File: src/rtl/ssd_pkg.sv
// ssd_pkg
// Shared definitions for the scanned seven-segment display driver.
// Contents:
//   SEG_BLANK / SEG_DASH - active-low segment patterns, bit order {g,f,e,d,c,b,a}
//   state_e              - encoding of the conversion FSM
//   seg_of()             - decimal digit to active-low segment pattern
//   bcd_nibbles()        - BCD nibbles needed for a binary width, ceil(w*0.302)+1
//   max_value()          - largest value that fits in a number of decimal digits
package ssd_pkg;

   localparam logic [6:0] SEG_BLANK = 7'h7F;
   localparam logic [6:0] SEG_DASH  = 7'h3F;

   typedef enum logic [1:0] {
      ST_IDLE  = 2'd0,
      ST_SHIFT = 2'd1,
      ST_DONE  = 2'd2
   } state_e;

   // Common-anode patterns: a 0 lights the segment.
   function automatic logic [6:0] seg_of(input logic [3:0] nib);
      logic [6:0] s;
      case (nib)
         4'd0:    s = 7'h40;
         4'd1:    s = 7'h79;
         4'd2:    s = 7'h24;
         4'd3:    s = 7'h30;
         4'd4:    s = 7'h19;
         4'd5:    s = 7'h12;
         4'd6:    s = 7'h02;
         4'd7:    s = 7'h78;
         4'd8:    s = 7'h00;
         4'd9:    s = 7'h10;
         default: s = SEG_BLANK;
      endcase
      return s;
   endfunction

   // Integer form of ceil(w*0.302)+1; the +1 guarantees the accumulator
   // never truncates during the add-3 / shift sequence.
   function automatic int bcd_nibbles(input int w);
      return (w * 302 + 999) / 1000 + 1;
   endfunction

   function automatic logic [63:0] max_value(input int digits);
      logic [63:0] r;
      r = 64'd1;
      for (int i = 0; i < digits; i++) begin
         r = r * 64'd10;
      end
      return r - 64'd1;
   endfunction

endpackage

File: src/rtl/bin2bcd_seq.sv
// bin2bcd_seq
// Sequential double-dabble converter with a one-deep pending slot.
// Ports:
//   clk_i, rst_ni      - clock, asynchronous active-low reset
//   value_i, load_i    - binary value and conversion request
//   bcd_o              - committed BCD digits (display register), DIGITS nibbles
//   busy_o             - high while shifting and during the commit cycle
//   bcd_valid_o        - one-cycle pulse in the commit (DONE) cycle
//   overflow_o         - last committed value exceeded 10^DIGITS-1
module bin2bcd_seq
   import ssd_pkg::*;
#(
   parameter int BIN_W  = 13,
   parameter int DIGITS = 4
)(
   input  logic                  clk_i,
   input  logic                  rst_ni,
   input  logic [BIN_W-1:0]      value_i,
   input  logic                  load_i,
   output logic [4*DIGITS-1:0]   bcd_o,
   output logic                  busy_o,
   output logic                  bcd_valid_o,
   output logic                  overflow_o
);

   localparam int NIB   = bcd_nibbles(BIN_W);
   // Accumulator is at least DIGITS nibbles so the commit slice is always legal.
   localparam int ACC_N = (NIB > DIGITS) ? NIB : DIGITS;
   localparam int ACC_W = 4 * ACC_N;
   localparam int CNT_W = $clog2(BIN_W + 1);
   localparam logic [63:0] MAXV = max_value(DIGITS);

   state_e                  state_q;
   logic [ACC_W+BIN_W-1:0]  sr_q;
   logic [CNT_W-1:0]        cnt_q;
   logic                    pend_q;
   logic [BIN_W-1:0]        pend_val_q;
   logic                    ovf_cap_q;
   logic [4*DIGITS-1:0]     bcd_q;
   logic                    busy_q;
   logic                    valid_q;
   logic                    ovf_q;

   logic [ACC_W-1:0]        acc_adj;
   logic [ACC_W+BIN_W-1:0]  sr_d;
   logic [BIN_W-1:0]        src_d;

   // Add-3 correction on every nibble before the shift.
   for (genvar gi = 0; gi < ACC_N; gi++) begin : g_dabble
      assign acc_adj[4*gi +: 4] = (sr_q[BIN_W+4*gi +: 4] >= 4'd5)
                                ? sr_q[BIN_W+4*gi +: 4] + 4'd3
                                : sr_q[BIN_W+4*gi +: 4];
   end

   assign sr_d = {acc_adj, sr_q[BIN_W-1:0]} << 1;

   // A fresh load beats the pending slot when restarting straight from DONE.
   assign src_d = (state_q == ST_DONE && !load_i) ? pend_val_q : value_i;

   always_ff @(posedge clk_i or negedge rst_ni) begin
      if (!rst_ni) begin
         state_q    <= ST_IDLE;
         sr_q       <= '0;
         cnt_q      <= '0;
         pend_q     <= 1'b0;
         pend_val_q <= '0;
         ovf_cap_q  <= 1'b0;
         bcd_q      <= '0;
         busy_q     <= 1'b0;
         valid_q    <= 1'b0;
         ovf_q      <= 1'b0;
      end else begin
         case (state_q)
            ST_IDLE: begin
               valid_q <= 1'b0;
               if (load_i) begin
                  sr_q      <= {{ACC_W{1'b0}}, src_d};
                  cnt_q     <= CNT_W'(BIN_W);
                  ovf_cap_q <= (64'(src_d) > MAXV);
                  busy_q    <= 1'b1;
                  state_q   <= ST_SHIFT;
               end
            end
            ST_SHIFT: begin
               sr_q  <= sr_d;
               cnt_q <= cnt_q - 1'b1;
               if (load_i) begin
                  pend_q     <= 1'b1;
                  pend_val_q <= value_i;
               end
               if (cnt_q == CNT_W'(1)) begin
                  // Last shift: commit straight from the shifted result.
                  bcd_q   <= sr_d[BIN_W +: 4*DIGITS];
                  ovf_q   <= ovf_cap_q;
                  valid_q <= 1'b1;
                  state_q <= ST_DONE;
               end
            end
            ST_DONE: begin
               valid_q <= 1'b0;
               pend_q  <= 1'b0;
               if (load_i || pend_q) begin
                  sr_q      <= {{ACC_W{1'b0}}, src_d};
                  cnt_q     <= CNT_W'(BIN_W);
                  ovf_cap_q <= (64'(src_d) > MAXV);
                  state_q   <= ST_SHIFT;
               end else begin
                  busy_q  <= 1'b0;
                  state_q <= ST_IDLE;
               end
            end
            default: begin
               busy_q  <= 1'b0;
               valid_q <= 1'b0;
               state_q <= ST_IDLE;
            end
         endcase
      end
   end

   assign bcd_o       = bcd_q;
   assign busy_o      = busy_q;
   assign bcd_valid_o = valid_q;
   assign overflow_o  = ovf_q;

endmodule

File: src/rtl/ssd_scan_driver.sv
// ssd_scan_driver
// Converts a binary value to decimal and scans it onto DIGITS common-anode digits.
// Ports:
//   clk_i, rst_ni            - clock, asynchronous active-low reset
//   value_i, load_i          - value to display and its load strobe
//   blank_lz_i               - blank leading zero digits (digit 0 always shown)
//   busy_o, bcd_valid_o      - converter status, commit pulse
//   overflow_o               - committed value too large; all digits show a dash
//   anode_o                  - active-low one-hot digit enables, digit 0 = LSD
//   seg_o                    - active-low segments {g,f,e,d,c,b,a}
//   dp_o                     - decimal point, held off (1)
module ssd_scan_driver
   import ssd_pkg::*;
#(
   parameter int BIN_W       = 13,
   parameter int DIGITS      = 4,
   parameter int REFRESH_DIV = 100000
)(
   input  logic               clk_i,
   input  logic               rst_ni,
   input  logic [BIN_W-1:0]   value_i,
   input  logic               load_i,
   input  logic               blank_lz_i,
   output logic               busy_o,
   output logic               bcd_valid_o,
   output logic               overflow_o,
   output logic [DIGITS-1:0]  anode_o,
   output logic [6:0]         seg_o,
   output logic               dp_o
);

   localparam int RC_W  = (REFRESH_DIV > 1) ? $clog2(REFRESH_DIV) : 1;
   localparam int IDX_W = (DIGITS > 1) ? $clog2(DIGITS) : 1;

   logic [4*DIGITS-1:0] disp;
   logic                ovf;
   logic [RC_W-1:0]     rcnt_q;
   logic [IDX_W-1:0]    idx_q;
   logic [DIGITS-1:0]   anode_q;
   logic [DIGITS-1:0]   anode_d;
   logic [6:0]          seg_q;
   logic [6:0]          seg_d;
   logic [3:0]          nib;
   logic [DIGITS-1:0]   keep;

   bin2bcd_seq #(
      .BIN_W  (BIN_W),
      .DIGITS (DIGITS)
   ) u_conv (
      .clk_i       (clk_i),
      .rst_ni      (rst_ni),
      .value_i     (value_i),
      .load_i      (load_i),
      .bcd_o       (disp),
      .busy_o      (busy_o),
      .bcd_valid_o (bcd_valid_o),
      .overflow_o  (ovf)
   );

   // keep[i]: digit i or something above it is nonzero, so digit i is not a leading zero.
   for (genvar gi = 0; gi < DIGITS; gi++) begin : g_keep
      if (gi == 0) begin : g_lsd
         assign keep[gi] = 1'b1;
      end else begin : g_upper
         assign keep[gi] = |disp[4*DIGITS-1:4*gi];
      end
   end

   always_comb begin
      nib     = disp[4*idx_q +: 4];
      anode_d = ~(DIGITS'(1) << idx_q);
      seg_d   = seg_of(nib);
      if (ovf) begin
         seg_d = SEG_DASH;
      end else if (blank_lz_i && !keep[idx_q]) begin
         seg_d = SEG_BLANK;
      end
   end

   // Refresh counter and digit index; anode/seg are registered from the
   // pre-edge index so both change together on a digit switch.
   always_ff @(posedge clk_i or negedge rst_ni) begin
      if (!rst_ni) begin
         rcnt_q  <= '0;
         idx_q   <= '0;
         anode_q <= '1;
         seg_q   <= SEG_BLANK;
      end else begin
         anode_q <= anode_d;
         seg_q   <= seg_d;
         if (rcnt_q == RC_W'(REFRESH_DIV - 1)) begin
            rcnt_q <= '0;
            idx_q  <= (idx_q == IDX_W'(DIGITS - 1)) ? '0 : idx_q + 1'b1;
         end else begin
            rcnt_q <= rcnt_q + 1'b1;
         end
      end
   end

   assign anode_o    = anode_q;
   assign seg_o      = seg_q;
   assign overflow_o = ovf;
   assign dp_o       = 1'b1;

endmodule

File: config.mk
export PLATFORM = sky130hd
export DESIGN_NAME = ssd_scan_driver
export DESIGN_NICKNAME = d
export VERILOG_FILES = /design/src/rtl/ssd_pkg.sv /design/src/rtl/bin2bcd_seq.sv /design/src/rtl/ssd_scan_driver.sv
export SDC_FILE = /design/constraint.sdc
export NUM_CORES = 1
export LEC_CHECK = 0
export CAP_MARGIN = 20
export CORE_MARGIN = 8
export CORE_UTILIZATION = 60
export CTS_CLUSTER_DIAMETER = 120
export DETAILED_ROUTE_END_ITERATION = 10
export DONT_BUFFER_PORTS = 1
export PLACE_DENSITY = 0.81
export SKIP_LAST_GASP = 1
export SYNTH_ARGS = -nofsm -noshare
export SYNTH_HDL_FRONTEND = slang
export SYNTH_SLANG_ARGS = --single-unit
File: constraint.sdc
create_clock -name clk_i -period 4.66 [get_ports clk_i]
set_input_delay 0.466 -clock clk_i [delete_from_list [all_inputs] [get_ports clk_i]]
set_output_delay 0.466 -clock clk_i [all_outputs]
set_load 0.05 [all_outputs]
Word-level counts from Yosys, hierarchy flattened
Memories as Yosys holds them, arrays and structs flattened.
Index checks and enable logic that the tools add are counted.
W data, S select, Z words.
- add/subtract/negate cells: 8
- magnitude comparators: 6
- equal/unequal tests: 10
- shifts and indexed selects: 2
- muxes and demuxes: 31
- bitwise gates (word level): 2
- reductions and logical operators: 19
- operators by type and width (operator ; count):
    $pmux W33 S3 ; 1
    $mux W33 ; 2
    $mux W4 ; 6
    $ge A4 B3 Y1 const B ; 5
    $add A17 B1 Y17 const B ; 1
    $eq A17 B17 Y1 const B ; 1
    $mux W17 ; 1
    $add A4 B2 Y4 const B ; 4
    $shiftx A16 B5 Y4 ; 1
    $mux W7 ; 2
    $mux W13 ; 1
    $pmux W4 S3 ; 1
    $reduce_or A12 Y1 ; 1
    $reduce_and A3 Y1 ; 3
    $mux W1 ; 8
    $ne A2 B2 Y1 const B ; 4
    $reduce_and A2 Y1 ; 4
    $reduce_or A8 Y1 ; 1
    $mux W2 ; 3
    $pmux W2 S3 ; 1
    $eq A2 B2 Y1 const B ; 2
    $eq A4 B1 Y1 const B ; 1
    $not A4 Y4 ; 1
    $pmux W1 S2 ; 2
    18 further kinds ; 21
- register bits after elaboration: 103
- ROM bits: 112
- bits of input ports: 17
- output and inout port bits: 15
- word-level logic and storage cells: 93
- memories kept: 1
- memory list (name ; depth ; bits a word ; read ports ; clocked after memory_dff ; write ports ; RTL line ; source):
    (no name shown) ; 16 ; 7 ; 1 ; 0 ; 0 ; ssd_pkg.sv:23 ; case (nib)

Longest topological paths before layout
- depth after elaboration: 7
- gate-level depth with buffers: 7
- mapped depth without buffers: 6

By module
Synthesis repeated with hierarchy kept, for this count alone.
- cells, all modules: 457
- area total of the unflattened synthesis: 4875.9 um^2
- by module, submodules not included (module ; times used ; cells an instance ; area each (um^2) ; sequential area each (um^2)):
    bin2bcd_seq ; 1 ; 306 ; 3223.1 ; 1676.6
    ssd_scan_driver ; 1 ; 151 ; 1652.8 ; 764.5

Worst setup path before layout
OpenSTA, ideal clock, no wires.
- kind: flip-flop to flip-flop
- from: register idx_q[1]
- to: register seg_q[4] (netlist: seg_o[4])
- library setup time: 0.088 ns
- arrival time: 1.757 ns
- required time: 4.572 ns
- setup slack: 2.815 ns
- stages on the path, launching flop included: 8
- path buffers: 1
- period minus slack after synthesis: 1.845 ns
- cell sequence: dfrtp_1 buf_6 mux4_1 inv_1 ha_1 nor2b_4 a211oi_2 o32ai_1
- cells in the longest elaborated chain, start to end: 6
- elaborated cells between the ends (all ways): 8
- those cells by class: 1 x shift; 4 x mux; 2 x reduce/logical; 1 x memory
- RTL lines (item ; RTL line ; source):
    from (decl) ; ssd_scan_driver.sv:38 ; logic [IDX_W-1:0] idx_q;
    from (signal assigned) ; ssd_scan_driver.sv:93 ; idx_q <= (idx_q == IDX_W'(DIGITS - 1)) ? '0 : idx_q + 1'b1;
    branches (longest 4 deep; another with $mem_v2 Z16 W7) ; - ;
    $mux W7 (*) ; ssd_scan_driver.sv:75 ; end else if (blank_lz_i && !keep[idx_q]) begin
    $mux W7 (*) ; ssd_scan_driver.sv:73 ; if (ovf) begin
    via seg_d[4] ; ssd_scan_driver.sv:42 ; logic [6:0] seg_d;
    to (signal assigned) ; ssd_scan_driver.sv:90 ; seg_q <= seg_d;
    to (decl) ; ssd_scan_driver.sv:41 ; logic [6:0] seg_q;
Mark *: on every way through the listed nets, which the timed path passes. The select of a mux whose other input is x is not followed.
A chain may end at the register's enable or synchronous reset.

Final worst setup path
Same ends and word-level chain as after synthesis.

==> impl_summary.log <==
[metrics] final RePlAce weighted congestion: 0.803
[metrics] starting DRC count in detailed routing: 215
[metrics] pin count of the biggest net entering global routing: 98
[metrics] overall die height: roughly 100 µm
[metrics] input/output buffers: 0
[metrics] worst voltage drop across the vdd grid: 210 µV
[metrics] per-cell via count in the routed design: 5.89
[metrics] FILL cells: just over 600
[metrics] # IOs: 32
[metrics] global-route total usage across every layer: between 10% and 20%
[metrics] final clock skew: between 0.01 and 0.015 ns
[metrics] cell count of the worst reg-to-reg path: 6
[metrics] HPWL after detailed placement: a little under 6000 µm
[metrics] hold crit path type: in -> async
[metrics] ratio of total power to cell area: 403 nW/µm²
[metrics] Netlist cell types: 51
[metrics] library cell with the highest instance count after synthesis: sky130_fd_sc_hd__dfrtp_1
[metrics] post-detailed-route wirelength per cell: ~15 µm
[metrics] DRC violations left: 0
[metrics] run status: completed
[metrics] Achievable Freq: roughly 470 MHz
[metrics] EDFF count, synth: 0
[metrics] Total Nets Final: 474
[metrics] CTS tree: done
[metrics] Crit Path Max Fanout: 10
[metrics] Crit Path Class: reg -> reg
[metrics] Cell Area, Synth: 4700 µm²
[metrics] number of synthesized register bits: 97
[metrics] antenna diode count: 0
[metrics] number of antenna violations at the first check in global routing: 0
[metrics] kind of start point of the critical path: flip-flop
[metrics] remaining global-route overflow: 0
[metrics] Initial Utilization: 61.5%
[metrics] overall routed net length: 8380 µm
[metrics] Tcrit/Tclk final: 45.3%
[metrics] clock root buffer: sky130_fd_sc_hd__clkbuf_8
[metrics] Async SR Flop Fraction: 100%
[metrics] Placement Setup Slack: 2.55 ns
[metrics] Tot Pwr: 1.99 mW
[metrics] Mapped Avg Cell Area: between 10 and 15 µm²
[metrics] Die X: 105 µm
[metrics] Final Slew Violations: 0
[metrics] setup repair after global routing missed its margin: false
[metrics] Switching Share: 32.9%
[metrics] Clock Latency Late Sink: about 0.36 ns
[metrics] vias: 3206
[metrics] depth of the CTS H-tree: 3
[metrics] core box area: 7650 µm²
[metrics] most instantiated cells after synthesis: sky130_fd_sc_hd__dfrtp_1 (86), sky130_fd_sc_hd__nand2_1 (63), sky130_fd_sc_hd__a21oi_1 (33), sky130_fd_sc_hd__o21ai_0 (33), sky130_fd_sc_hd__inv_1 (24)
[metrics] final setup vio count: 0
[metrics] Syn-to-layout area delta: 4.76%
[metrics] Warnings, synthesis: 0
[metrics] leading cell types by total area after synthesis: sky130_fd_sc_hd__dfrtp_1 (46%), sky130_fd_sc_hd__dfstp_2 (6.1%), sky130_fd_sc_hd__ha_1 (5.3%), sky130_fd_sc_hd__nand2_1 (5.0%), sky130_fd_sc_hd__mux2_2 (4.6%)
[metrics] sequential element share of the synthesized area: 51.9%
[metrics] leakage power of the design: 2.17 nW
[metrics] arrival time at the worst endpoint: 2.39 ns
[metrics] residual antenna-violating net count after detailed routing: 0
[metrics] final core utilization: 64.4%
[metrics] Min Hold Slack: approximately 0.011 ns
[metrics] Clock Tree Buf Depth: 2
[metrics] fraction of layout cells with a size suffix above 1: 14.3%
[metrics] Relative slew margins: about a third
[metrics] kind of end point of the critical path: flip-flop
[metrics] clock network power share: 23.9%
[metrics] TritonCTS sink count: 97
[metrics] sequential share of power: 58.9%
[metrics] global-route wire length before repair: 14500 µm
[metrics] final-report hold violation count: 0
[metrics] Setup WS post-layout: 2.55 ns
[metrics] setup_tns: 0 ns
[metrics] Data required, critical path: 4.94 ns
[metrics] number of rows created at floorplan: 32
[metrics] internal cell power: 1.33 mW
[metrics] cell accounting for the most synthesized area: sky130_fd_sc_hd__dfrtp_1
[metrics] worst slew pin tran: 0.976 ns
[metrics] net switching power: 652 µW
[metrics] Final Critical Period: 2.11 ns
[metrics] area fraction of the dominant cell type after synthesis: 45.8%
[metrics] primary flip-flop cell chosen by synthesis mapping: sky130_fd_sc_hd__dfrtp_1
[metrics] # Max-Cap Violations: 0
[metrics] Gate power share: 17.2%
[metrics] die outline area: 10900 µm²
[metrics] 1st-pass router iterations: 5
[metrics] synthesized net count: roughly 480
[metrics] Worst-path clk slew: 0.09 ns
[metrics] instance count of the mapped netlist: 445
[metrics] number of clock buffers inserted by TritonCTS: 9
[metrics] number of global-route vias before repair: a little over 3k
==> sequential cells by signal, summed over array words and instances, names as in the netlist, 2 cells and up <==
name / cells
seg_o: 7
anode_o: 4
u_conv.cnt_q: 4
u_conv.pend_val_q: 13
idx_q: 2
rcnt_q: 17
u_conv.bcd_o: 16
u_conv.sr_q: 29
u_conv.state_q: 2
==> power groups by stage <==
stage	clock network, mW	registers, mW	logic (mW)
floorplan	0	1.16	0.282
global placement	0	1.18	0.305
detailed placement	0	1.19	0.325
CTS	0.488	1.17	0.344
global route	0.517	1.19	0.391
finish	0.475	1.17	0.342
==> metal layers <==
layer	routed length (µm)	vias up	track usage, %	share of wire [%]
li1	-	1544	-	-
met1	3790	1580	19.3	45
met2	4090	68	26.5	49
met3	371	14	4.34	4.4
met4	127	0	6.10	1.5
met5	0	-	0	0
==> cell usage in the layout (no fill, tap or decap), types with 3 or more instances in the layout <==
| cell type | instances |
|---|---|
| sky130_fd_sc_hd__or3b_2 | 4 |
| sky130_fd_sc_hd__nor2_1 | 14 |
| sky130_fd_sc_hd__inv_1 | 24 |
| sky130_fd_sc_hd__a21oi_1 | 33 |
| sky130_fd_sc_hd__xor2_1 | 8 |
| sky130_fd_sc_hd__mux2_2 | 19 |
| sky130_fd_sc_hd__nor4_1 | 4 |
| sky130_fd_sc_hd__a221o_1 | 12 |
| sky130_fd_sc_hd__nand3_1 | 7 |
| sky130_fd_sc_hd__o22ai_1 | 12 |
| sky130_fd_sc_hd__clkbuf_8 | 9 |
| sky130_fd_sc_hd__ha_1 | 20 |
| sky130_fd_sc_hd__nor3b_1 | 5 |
| sky130_fd_sc_hd__nor3_1 | 5 |
| sky130_fd_sc_hd__dfstp_2 | 11 |
| sky130_fd_sc_hd__o21ai_0 | 33 |
| sky130_fd_sc_hd__nand4_1 | 7 |
| sky130_fd_sc_hd__clkinv_2 | 3 |
| sky130_fd_sc_hd__nand2b_1 | 5 |
| sky130_fd_sc_hd__xnor2_1 | 10 |
| sky130_fd_sc_hd__nand2_1 | 63 |
| sky130_fd_sc_hd__mux2i_1 | 3 |
| sky130_fd_sc_hd__a31oi_1 | 5 |
| sky130_fd_sc_hd__dfrtp_1 | 86 |
| sky130_fd_sc_hd__buf_4 | 3 |
| sky130_fd_sc_hd__mux4_2 | 3 |
==> what timing repair did <==
action,in CTS,in global routing
resized for setup,0,0
buffers inserted,0,0
hold buffers,1,0
endpoints found under the hold margin,97,0
==> per-stage QoR <==
stage               std cells  cell area (µm²)
global route              544             4920
finish                    544             4920
CTS                       544             4920
global placement          527             4730
detailed placement        527             4730
floorplan                 445             4700
==> logic make-up after synthesis <==
family                   after synthesis  synth area share [%]
other                                  2                 0.160
buffers and inverters                 47                  4.42
AO/OA/AOI/OAI                        103                  13.3
XOR/XNOR                              18                  3.35
adder cells (fa/ha/maj)               20                  5.32
flip-flops                            97                  51.9
multiplexers                          26                  7.19
AND/OR/NAND/NOR                      132                  14.3
==> critical path, cell delays in order (launching register included) <==
cell,delay [ns]
sky130_fd_sc_hd__dfrtp_1,0.58
sky130_fd_sc_hd__mux4_1,0.70
sky130_fd_sc_hd__inv_1,0.14
sky130_fd_sc_hd__ha_1,0.22
sky130_fd_sc_hd__nor2b_4,0.05
sky130_fd_sc_hd__a211oi_2,0.21
sky130_fd_sc_hd__o32ai_1,0.14
==> layout make-up <==
| cell class | instances | area, µm² | share of cell area [%] |
|---|---|---|---|
| Clock buffer | 11 | 131 | 2.67 |
| Tap cell | 102 | 128 | 2.59 |
| Inverter | 24 | 90.1 | 1.83 |
| Clock inverter | 5 | 32.5 | 0.661 |
| Sequential cell | 97 | 2440 | 49.6 |
| Timing Repair Buffer | 4 | 50.0 | 1.02 |
| Multi-Input combinational cell | 301 | 2050 | 41.7 |
==> final timing paths <==
| path | from | end | slack [ns] |
|---|---|---|---|
| setup / recovery | idx_q[1]$_DFFE_PN0N_ | seg_o[4]$_DFF_PN1_ | 2.55 |
| hold / removal | rst_ni | rcnt_q[5]$_DFF_PN0_ | 0.01 |
| setup reg to reg | idx_q[1]$_DFFE_PN0N_ | seg_o[4]$_DFF_PN1_ | 2.55 |
| hold reg to reg | rcnt_q[0]$_DFF_PN0_ | rcnt_q[0]$_DFF_PN0_ | 0.48 |
| max in group asynchronous | rst_ni | anode_o[0]$_DFF_PN1_ | 4.28 |
| min in group clk_i | value_i[8] | u_conv.pend_val_q[8]$_DFFE_PN0P_ | 0.25 |
(Power assumes the default switching activity.)
